File: src/rtl/keypad_scanner.sv
// keypad_scanner: 4x4 matrix keypad scanner with debounce and a valid/ack
// handshake towards a processor input port.
//
// Ports:
//   clk       system clock
//   rst       synchronous, active-high reset
//   col_out   column drive, active-low one-hot (1110, 1101, 1011, 0111)
//   row_in    row sense, active-low, asynchronous to clk
//   key_code  code of the last accepted key, row*4 + col
//   key_valid new key code available, held until key_ack
//   key_ack   one-cycle read strobe from the port decoder
//   key_down  an accepted key is currently held
//   overrun   sticky: a key was accepted while key_valid was still set
module keypad_scanner #(
  parameter int SCAN_DIV = 1024,
  parameter int DEBOUNCE = 4
) (
  input  logic       clk,
  input  logic       rst,
  output logic [3:0] col_out,
  input  logic [3:0] row_in,
  output logic [3:0] key_code,
  output logic       key_valid,
  input  logic       key_ack,
  output logic       key_down,
  output logic       overrun
);

  localparam int DIV_W = (SCAN_DIV > 1) ? $clog2(SCAN_DIV) : 1;
  localparam int DB_W  = $clog2(DEBOUNCE + 1);
  localparam logic [DIV_W-1:0] DIV_LAST = DIV_W'(SCAN_DIV - 1);
  localparam logic [DIV_W-1:0] DIV_ONE  = DIV_W'(1);
  localparam logic [DB_W-1:0]  DB_MAX   = DB_W'(DEBOUNCE);
  localparam logic [DB_W-1:0]  DB_ONE   = DB_W'(1);
  // Bit 4 set means "no single key" (nothing pressed, or ghosting).
  localparam logic [4:0]       CAND_NONE = 5'b1_0000;

  typedef enum logic {IDLE, PRESSED} state_t;

  logic [3:0]       row_meta;
  logic [3:0]       row_sync;
  logic [DIV_W-1:0] div;
  logic [1:0]       col_idx;
  logic [15:0]      key_map;
  logic [15:0]      frame_map;
  logic [4:0]       prev_cand;
  logic [4:0]       candidate;
  logic [4:0]       cand_cnt;
  logic [3:0]       cand_idx;
  logic [DB_W-1:0]  db_cnt;
  logic [DB_W-1:0]  db_next;
  logic             sample;
  logic             eval;
  logic             stable;

  state_t     state, state_next;
  logic [3:0] code_next;
  logic       valid_next;
  logic       down_next;
  logic       overrun_next;

  assign col_out = ~(4'b0001 << col_idx);
  assign sample  = (div == DIV_LAST);
  assign eval    = sample && (col_idx == 2'd3);

  // The key map with the current column's rows merged in, so the frame can
  // be judged on the same edge that samples column 3.
  always_comb begin
    frame_map = key_map;
    for (int r = 0; r < 4; r++) begin
      frame_map[{2'(r), col_idx}] = ~row_sync[r];
    end
  end

  // Exactly one key down gives a candidate; zero or several give NONE.
  always_comb begin
    cand_cnt = 5'd0;
    cand_idx = 4'd0;
    for (int i = 0; i < 16; i++) begin
      if (frame_map[i]) begin
        cand_cnt = cand_cnt + 5'd1;
        cand_idx = 4'(i);
      end
    end
    candidate = (cand_cnt == 5'd1) ? {1'b0, cand_idx} : CAND_NONE;
  end

  // Run length of identical frame candidates, saturating at DEBOUNCE.
  always_comb begin
    if (candidate != prev_cand) begin
      db_next = DB_ONE;
    end else if (db_cnt == DB_MAX) begin
      db_next = DB_MAX;
    end else begin
      db_next = db_cnt + DB_ONE;
    end
    stable = (db_next == DB_MAX);
  end

  always_ff @(posedge clk) begin
    if (rst) begin
      row_meta  <= 4'hF;
      row_sync  <= 4'hF;
      div       <= '0;
      col_idx   <= 2'd0;
      key_map   <= 16'h0000;
      prev_cand <= CAND_NONE;
      db_cnt    <= '0;
    end else begin
      row_meta <= row_in;
      row_sync <= row_meta;
      if (sample) begin
        div     <= '0;
        col_idx <= col_idx + 2'd1;
        key_map <= frame_map;
        if (col_idx == 2'd3) begin
          prev_cand <= candidate;
          db_cnt    <= db_next;
        end
      end else begin
        div <= div + DIV_ONE;
      end
    end
  end

  always_ff @(posedge clk) begin
    if (rst) begin
      state     <= IDLE;
      key_code  <= 4'd0;
      key_valid <= 1'b0;
      key_down  <= 1'b0;
      overrun   <= 1'b0;
    end else begin
      state     <= state_next;
      key_code  <= code_next;
      key_valid <= valid_next;
      key_down  <= down_next;
      overrun   <= overrun_next;
    end
  end

  // A new acceptance overrides a simultaneous ack, and an ack on that same
  // cycle counts as the processor having read the old code (no overrun).
  always_comb begin
    state_next   = state;
    code_next    = key_code;
    valid_next   = key_valid & ~key_ack;
    down_next    = key_down;
    overrun_next = overrun;
    case (state)
      IDLE: begin
        if (eval && stable && !candidate[4]) begin
          state_next = PRESSED;
          code_next  = candidate[3:0];
          valid_next = 1'b1;
          down_next  = 1'b1;
          if (key_valid && !key_ack) begin
            overrun_next = 1'b1;
          end
        end
      end
      PRESSED: begin
        if (eval && stable && candidate[4]) begin
          state_next = IDLE;
          down_next  = 1'b0;
        end
      end
      default: state_next = IDLE;
    endcase
  end

endmodule

File: config.mk
export PLATFORM = sky130hd
export DESIGN_NAME = keypad_scanner
export DESIGN_NICKNAME = d
export VERILOG_FILES = /design/src/rtl/keypad_scanner.sv
export SDC_FILE = /design/constraint.sdc
export NUM_CORES = 1
export LEC_CHECK = 0
export ABC_CLOCK_PERIOD_IN_PS = 9900
export BUFFER_PORTS_ARGS = -buffer_cell sky130_fd_sc_hd__buf_2
export CORE_AREA = 5 5 102 104
export DETAILED_ROUTE_END_ITERATION = 8
export DIE_AREA = 0 0 107 109
export GPL_ROUTABILITY_DRIVEN = 1
export REMOVE_ABC_BUFFERS = 1
export SYNTH_ARGS = -nofsm -noshare
export SYNTH_HDL_FRONTEND = slang
export SYNTH_SLANG_ARGS = --single-unit
File: constraint.sdc
create_clock -name clk -period 9.9 [get_ports clk]
set_input_delay 0.495 -clock clk [delete_from_list [all_inputs] [get_ports clk]]
set_output_delay 0.495 -clock clk [all_outputs]
set_load 0.05 [all_outputs]
# Word level (Yosys, flattened, before mapping)
# Cells that the tools add are included.
# word_totals
ff_bits,52
in_bits,7
out_inout_bits,11
# classes
addsub,18
magnitude_cmp,8
n_eq_ne,8
shifts,1
mux,54
bitwise_logic,8
n_reduce_logical,16
# op_table
cell,n
5-bit two-way mux,16
5-bit by 1-bit adder with 5-bit output (second input constant),15
16-bit bitwise mux,4
4-bit two-way mux,14
1-bit two-way mux,12
10-bit by 1-bit adder with 10-bit output (second input constant),1
10-bit equality test (second input constant),1
4-bit by 5-bit less-than comparator with 1-bit output (second input constant),2
1-bit logical AND,9
1-bit demux with 2-bit select,4
4-bit by 1-bit >= comparator with 1-bit output (second input constant),2
3-bit equality test (second input constant),2
3-bit two-way mux,2
1-bit NOT,6
2-bit AND reduction,3
5-bit by 1-bit equality test with 1-bit output (second input constant),1
2-bit by 5-bit less-than comparator with 1-bit output (second input constant),1
3-bit by 5-bit less-than comparator with 1-bit output (second input constant),1
5-bit != test,1
4-bit NOT,1
1-bit one-hot mux with 2 select lines,2
1-bit by 2-bit left shift with 4-bit output (first input constant),1
3-bit by 1-bit adder with 3-bit output (second input constant),1
3-bit by 1-bit >= comparator with 1-bit output (second input constant),1
9 further kinds,10

# Logic depth before layout (Yosys ltp)
# depth
depth_word,48
depth_mapped,61

# Worst setup path before layout
# No wires, ideal clock.
# synth_path
path_type,register -> register
start,reg col_idx[0]
end,reg key_code[0]
setup_time_ps,128
arrival_time_ps,9953
required_ps,9772
slack_ps,-181
stages_incl_launch_ff,61
synth_period_minus_slack_ps,10081
cell_sequence,dfxtp_1 > inv_1 > ha_1 > buf_2 > buf_2 > o21ai_0 > ha_1 > o21ba_2 > or2_2 > ha_1 > nand3b_1 > o31ai_1 > inv_1 > ha_1 > mux2i_1 > nor2_1 > ha_1 > nand2_1 > (+25 left out) > ha_1 > nor2_1 > a21oi_1 > ha_1 > a21oi_1 > a31oi_1 > ha_1 > mux2_2 > ha_1 > nand2_1 > xor2_1 > and2_1 > a21oi_1 > mux2i_1 > nand2_1 > nor4_4 > mux2i_1 > nor2_1
# synth_via
elab_chain_len,47
word_cells_on_any_way,81
# synth_lines
item,line,source
from (decl),43,logic [1:0] col_idx;
from (signal assigned),114,col_idx <= col_idx + 2'd1;
2-bit by 5-bit less-than comparator with 1-bit output (implied by the code) / 2-bit by 1-bit >= comparator with 1-bit output (equally long branches),71,"frame_map[{2'(r), col_idx}] = ~row_sync[r];"
1-bit logical AND (implied by the code),71,
1-bit two-way mux (implied by the code),71,
1-bit demux with 2-bit select,71,
16-bit bitwise mux (4 in a row),71,
1-bit two-way mux,80,if (frame_map[i]) begin
5-bit by 1-bit adder with 5-bit output,81,cand_cnt = cand_cnt + 5'd1;
5-bit two-way mux,80,
(+27 left out),-,
5-bit two-way mux,80,
5-bit by 1-bit equality test with 1-bit output,85,"candidate = (cand_cnt == 5'd1) ? {1'b0, cand_idx} : CAND_NONE;"
5-bit two-way mux,85,
5-bit != test,90,if (candidate != prev_cand) begin
3-bit two-way mux,90,
3-bit equality test,97,stable = (db_next == DB_MAX);
1-bit logical AND (2 in a row),152,if (eval && stable && !candidate[4]) begin
2-bit AND reduction (no line),-,
to (signal assigned),135,key_code <= code_next;
to (decl),22,"output logic [3:0] key_code,"
# Several ways; a longest one is shown, not always the timed one.
# A chain may end at the register's enable or synchronous reset.

# Worst setup path in the final report
# layout_path
start,reg col_idx[0]
end,reg db_cnt[2]
# layout_via
elab_chain_len,43
word_cells_on_any_way,76
# layout_lines
item,line,source
2-bit by 5-bit less-than comparator with 1-bit output (implied by the code) / 2-bit by 1-bit >= comparator with 1-bit output (equally long branches),71,
1-bit logical AND (implied by the code),71,
1-bit two-way mux (implied by the code),71,
1-bit demux with 2-bit select,71,
16-bit bitwise mux (4 in a row),71,
1-bit two-way mux,80,
5-bit by 1-bit adder with 5-bit output,81,
5-bit two-way mux,80,
(+24 left out),-,
5-bit by 1-bit adder with 5-bit output,81,
5-bit two-way mux,80,
5-bit by 1-bit adder with 5-bit output,81,
5-bit two-way mux,80,
5-bit by 1-bit equality test with 1-bit output,85,
5-bit two-way mux,85,
5-bit != test,90,
3-bit two-way mux,90,
to (signal assigned),118,db_cnt <= db_next;
to (decl),50,logic [DB_W-1:0] db_cnt;
# Several ways; a longest one is shown, not always the timed one.

==> results by group <==
Run status
  – Outcome: finished, violations left
  – Failing checks: setup timing

Setup path
  – Setup crit end kind: register
  – Worst EP required: 10150 ps
  – CP bufs+invs: 44
  – CP max stage delay: 390 ps
  – Register-to-register setup slack: -240 ps
  – Most common cell on crit path: buf_4
  – Kind of critical path: register to register
  – Crit-path max FO: 5
  – Slowest-stage cell, CP: dfxtp_4
  – Worst path arrival time: 10390 ps
  – Top Family by Delay on Critical Path: buffers and inverters
  – Critical Path Start Type: register

Drt
  – DR WL/cell: 15.2 um
  – Final antenna-violating net count: 0
  – Top sig layer: met4
  – Drt total wl: 11500 um
  – Met3 WL: 456 um
  – Initial DRC count: 275
  – Metal-1 WL: 5210 um
  – Vias per std cell: 5.57
  – Pre-antenna DRT Iters: 5
  – DR DRC count: 0
  – Via count: 4216
  – Met2 WL: 5530 um

STA
  – Hold Vio Cnt, Final: 0
  – Final period utilization: 1.02
  – Setup Total Neg Slack: -2210 ps
  – Worst setup margin: -239 ps
  – FMAX: 98.6 MHz
  – Post-route minimum period: 10140 ps
  – Final setup viols: 15
  – RSZ-0062 raised after global routing: yes
  – Skew final: 12.2 ps
  – Worst slew pin tran: 1040 ps
  – Slew headroom: 0.309
  – Final Max Tran Viols: 0
  – Hold_ws: 359 ps

Global routing
  – Initial antenna violation count: 0
  – Vias in the first global route: 3806
  – First-pass GRT wire length: 17900 um
  – Pin count of the biggest net entering global routing: 46
  – Global route total overflow: 0
  – Gr usage total: 0.189

Placement
  – RD Place Congestion: 0.819
  – HPWL after detailed placement: 7270 um
  – Pre-CTS setup slack: -458 ps
  – I/O Buffers: 17

Clock network
  – CTS Hold Bufs: 0
  – Worst-path clk slew: 110 ps
  – TritonCTS Buffers: 5
  – TritonCTS clock tree: yes
  – Clock Latency Late Sink: 310 ps
  – Root Driver: clkbuf_8
  – CTS Sinks: 52
  – H-tree level count: 2
  – Clock Tree Buf Depth: 2

Pwr
  – Power per cell area: 81.3 nW/um^2
  – Pleak: 2.30 nW
  – Final Total Pwr: 0.449 mW
  – Peak VDD IR: 0.0646 mV

Synthesis
  – Synth Flop Type: dfxtp_1
  – Mapped Cells: 538
  – Syn Std Cell Area: 4140 um^2
  – Post-synth EDFFs: 0
  – Async set-or-reset flop fraction in the synthesized netlist: 0
  – Netlist cell types: 67
  – Sequential cell area fraction in the yosys report: 0.252
  – Register bit count reported by yosys: 52
  – Syn avg cell area: 7.69 um^2
  – Yosys warning total: 0

Final layout
  – Final nets: 670
  – Number of fillers in the final layout: 812
  – Diode count: 0
  – Register Area: 1050 um^2
  – Core Util, Final: 0.584
  – Share of cells above drive strength 1: 0.323
  – Synth-to-Final Area Change: 33.6%
  – Area of the multi-input gates: 3280 um^2

Floorplan
  – I/O pins: 18
  – Core footprint: 9460 um^2
  – Num rows: 36
  – Die Span X: 107 um
  – Die area: 11700 um^2
  – Die height: 109 um
  – Initial core utilization: 0.437

Worst hold path
  – Type of the worst min-delay path: input port to register

Job
  – Maxcap violations: 0
[cells in the mapped netlist (all sizes together) (2+ instances only)]
master,n,share of area
o221ai,2,0.0042
ha,21,0.064
o21a,2,0.0036
o21ba,2,0.0048
or2,13,0.020
nor2,58,0.053
o31ai,5,0.0091
a211o,3,0.0064
nand2,69,0.063
nand3,17,0.021
o21ai,24,0.029
o22ai,2,0.0030
and2,7,0.011
nor2b,7,0.011
nand2b,7,0.011
xnor3,4,0.022
a21o,3,0.0054
xor2,20,0.042
nor4,4,0.0097
o21bai,4,0.0073
a211oi,4,0.0085
a31oi,6,0.0091
inv,21,0.019
and3,7,0.011
clkbuf,14,0.013
nand4,7,0.012
a21oi,46,0.056
nand3b,4,0.0073
nor3b,7,0.014
mux2i,11,0.027
dfxtp,52,0.25
buf,8,0.011
or4,4,0.0073
o2111ai,3,0.0079
xnor2,39,0.092
nor3,11,0.013
[sequential cells by signal (all words and copies together), names as in the netlist, named ones only]
signal	cells
row_meta	4
div	10
prev_cand	5
db_cnt	3
key_code	4
key_valid	1
overrun	1
col_idx	2
key_map	16
key_down	1
row_sync	4
[metrics by stage]
stage / area, um^2 / instances
4_1_cts: 5150 / 747
3_3_place_gp: 4600 / 691
3_5_place_dp: 4600 / 691
5_1_grt: 5530 / 757
6_report: 5530 / 757
2_1_floorplan: 4040 / 516
[logic make-up (layout without fill, tap and decap cells)]
| group | after synthesis | in the layout | synth area share |
|---|---|---|---|
| simple gates | 229 | 229 | 0.277 |
| compound gates | 118 | 118 | 0.180 |
| xor+xnor | 63 | 63 | 0.156 |
| flops | 52 | 52 | 0.252 |
| buf+inv | 43 | 148 | 0.0426 |
| fa+ha+maj | 21 | 21 | 0.0635 |
| mux | 12 | 12 | 0.0293 |
[layer usage]
| layer | track usage | vias to the layer above |
|---|---|---|
| met3 | 0.0249 | 32 |
| met4 | 0.0895 | 0 |
| met1 | 0.246 | 1989 |
| met2 | 0.312 | 108 |
| li1 | - | 2087 |
| met5 | 0 | - |
[path summary, 6_finish.rpt]
check	start	end	cells past startpoint
setup / recovery	col_idx[0]	db_cnt[2]	65
hold / removal	row_in[3]	row_meta[3]	2
setup reg to reg	col_idx[0]	db_cnt[2]	65
hold reg to reg	row_meta[3]	row_sync[3]	1
[cell type report]
class / count / area share
Multi-Input combinational cell: 443 / 0.593
Clock buffer: 5 / 0.0125
Tap cell: 114 / 0.0258
Inverter: 21 / 0.0147
Clock inverter: 3 / 0.00906
Timing Repair Buffer: 119 / 0.156
Sequential cell: 52 / 0.189
[where the power goes]
part / leakage, nW / internal [mW] / total [mW] / switching (mW)
registers: 0.423 / 0.212 / 0.214 / 0.00270
clock network: 0.0607 / 0.0781 / 0.156 / 0.0777
logic: 1.81 / 0.0398 / 0.0792 / 0.0394
[worst register-to-register path, delay by kind of cell (launching register included)]
kind,cells,cell delay (ps)
AND/OR/NAND/NOR,4,610
buffers and inverters,44,5460
flip-flops,1,390
AO/OA/AOI/OAI,5,790
XOR/XNOR,6,1250
adder cells (fa/ha/maj),4,1040
multiplexers,2,520
[cells in the final DEF (no fill, tap or decap), types with 5 or more instances in the layout]
cell       n
and3_1     7
and2_1     7
xnor2_2    8
buf_4     99
ha_1      12
nor3b_1    5
nand2b_1   7
a21oi_2    6
nand4_1    6
or2_2     10
o21ai_0   18
buf_2     17
nor3_1    10
ha_4       9
nand3_1   14
a21oi_1   40
nor2_1    55
mux2i_1    9
clkbuf_8   5
a31oi_1    6
xnor2_1   31
nand2_1   65
dfxtp_1   50
inv_1     18
xor2_1    18
[timing repair]
| item | CTS | global route |
|---|---|---|
| buffers inserted | 48 | 10 |
| pin swaps | 11 | 30 |
| endpoints found under the setup margin | 16 | 16 |
| gates resized for setup | 19 | 58 |
| hold endpoints to repair | 0 | 0 |
No activity file was read; power rests on OpenSTA's default activity.
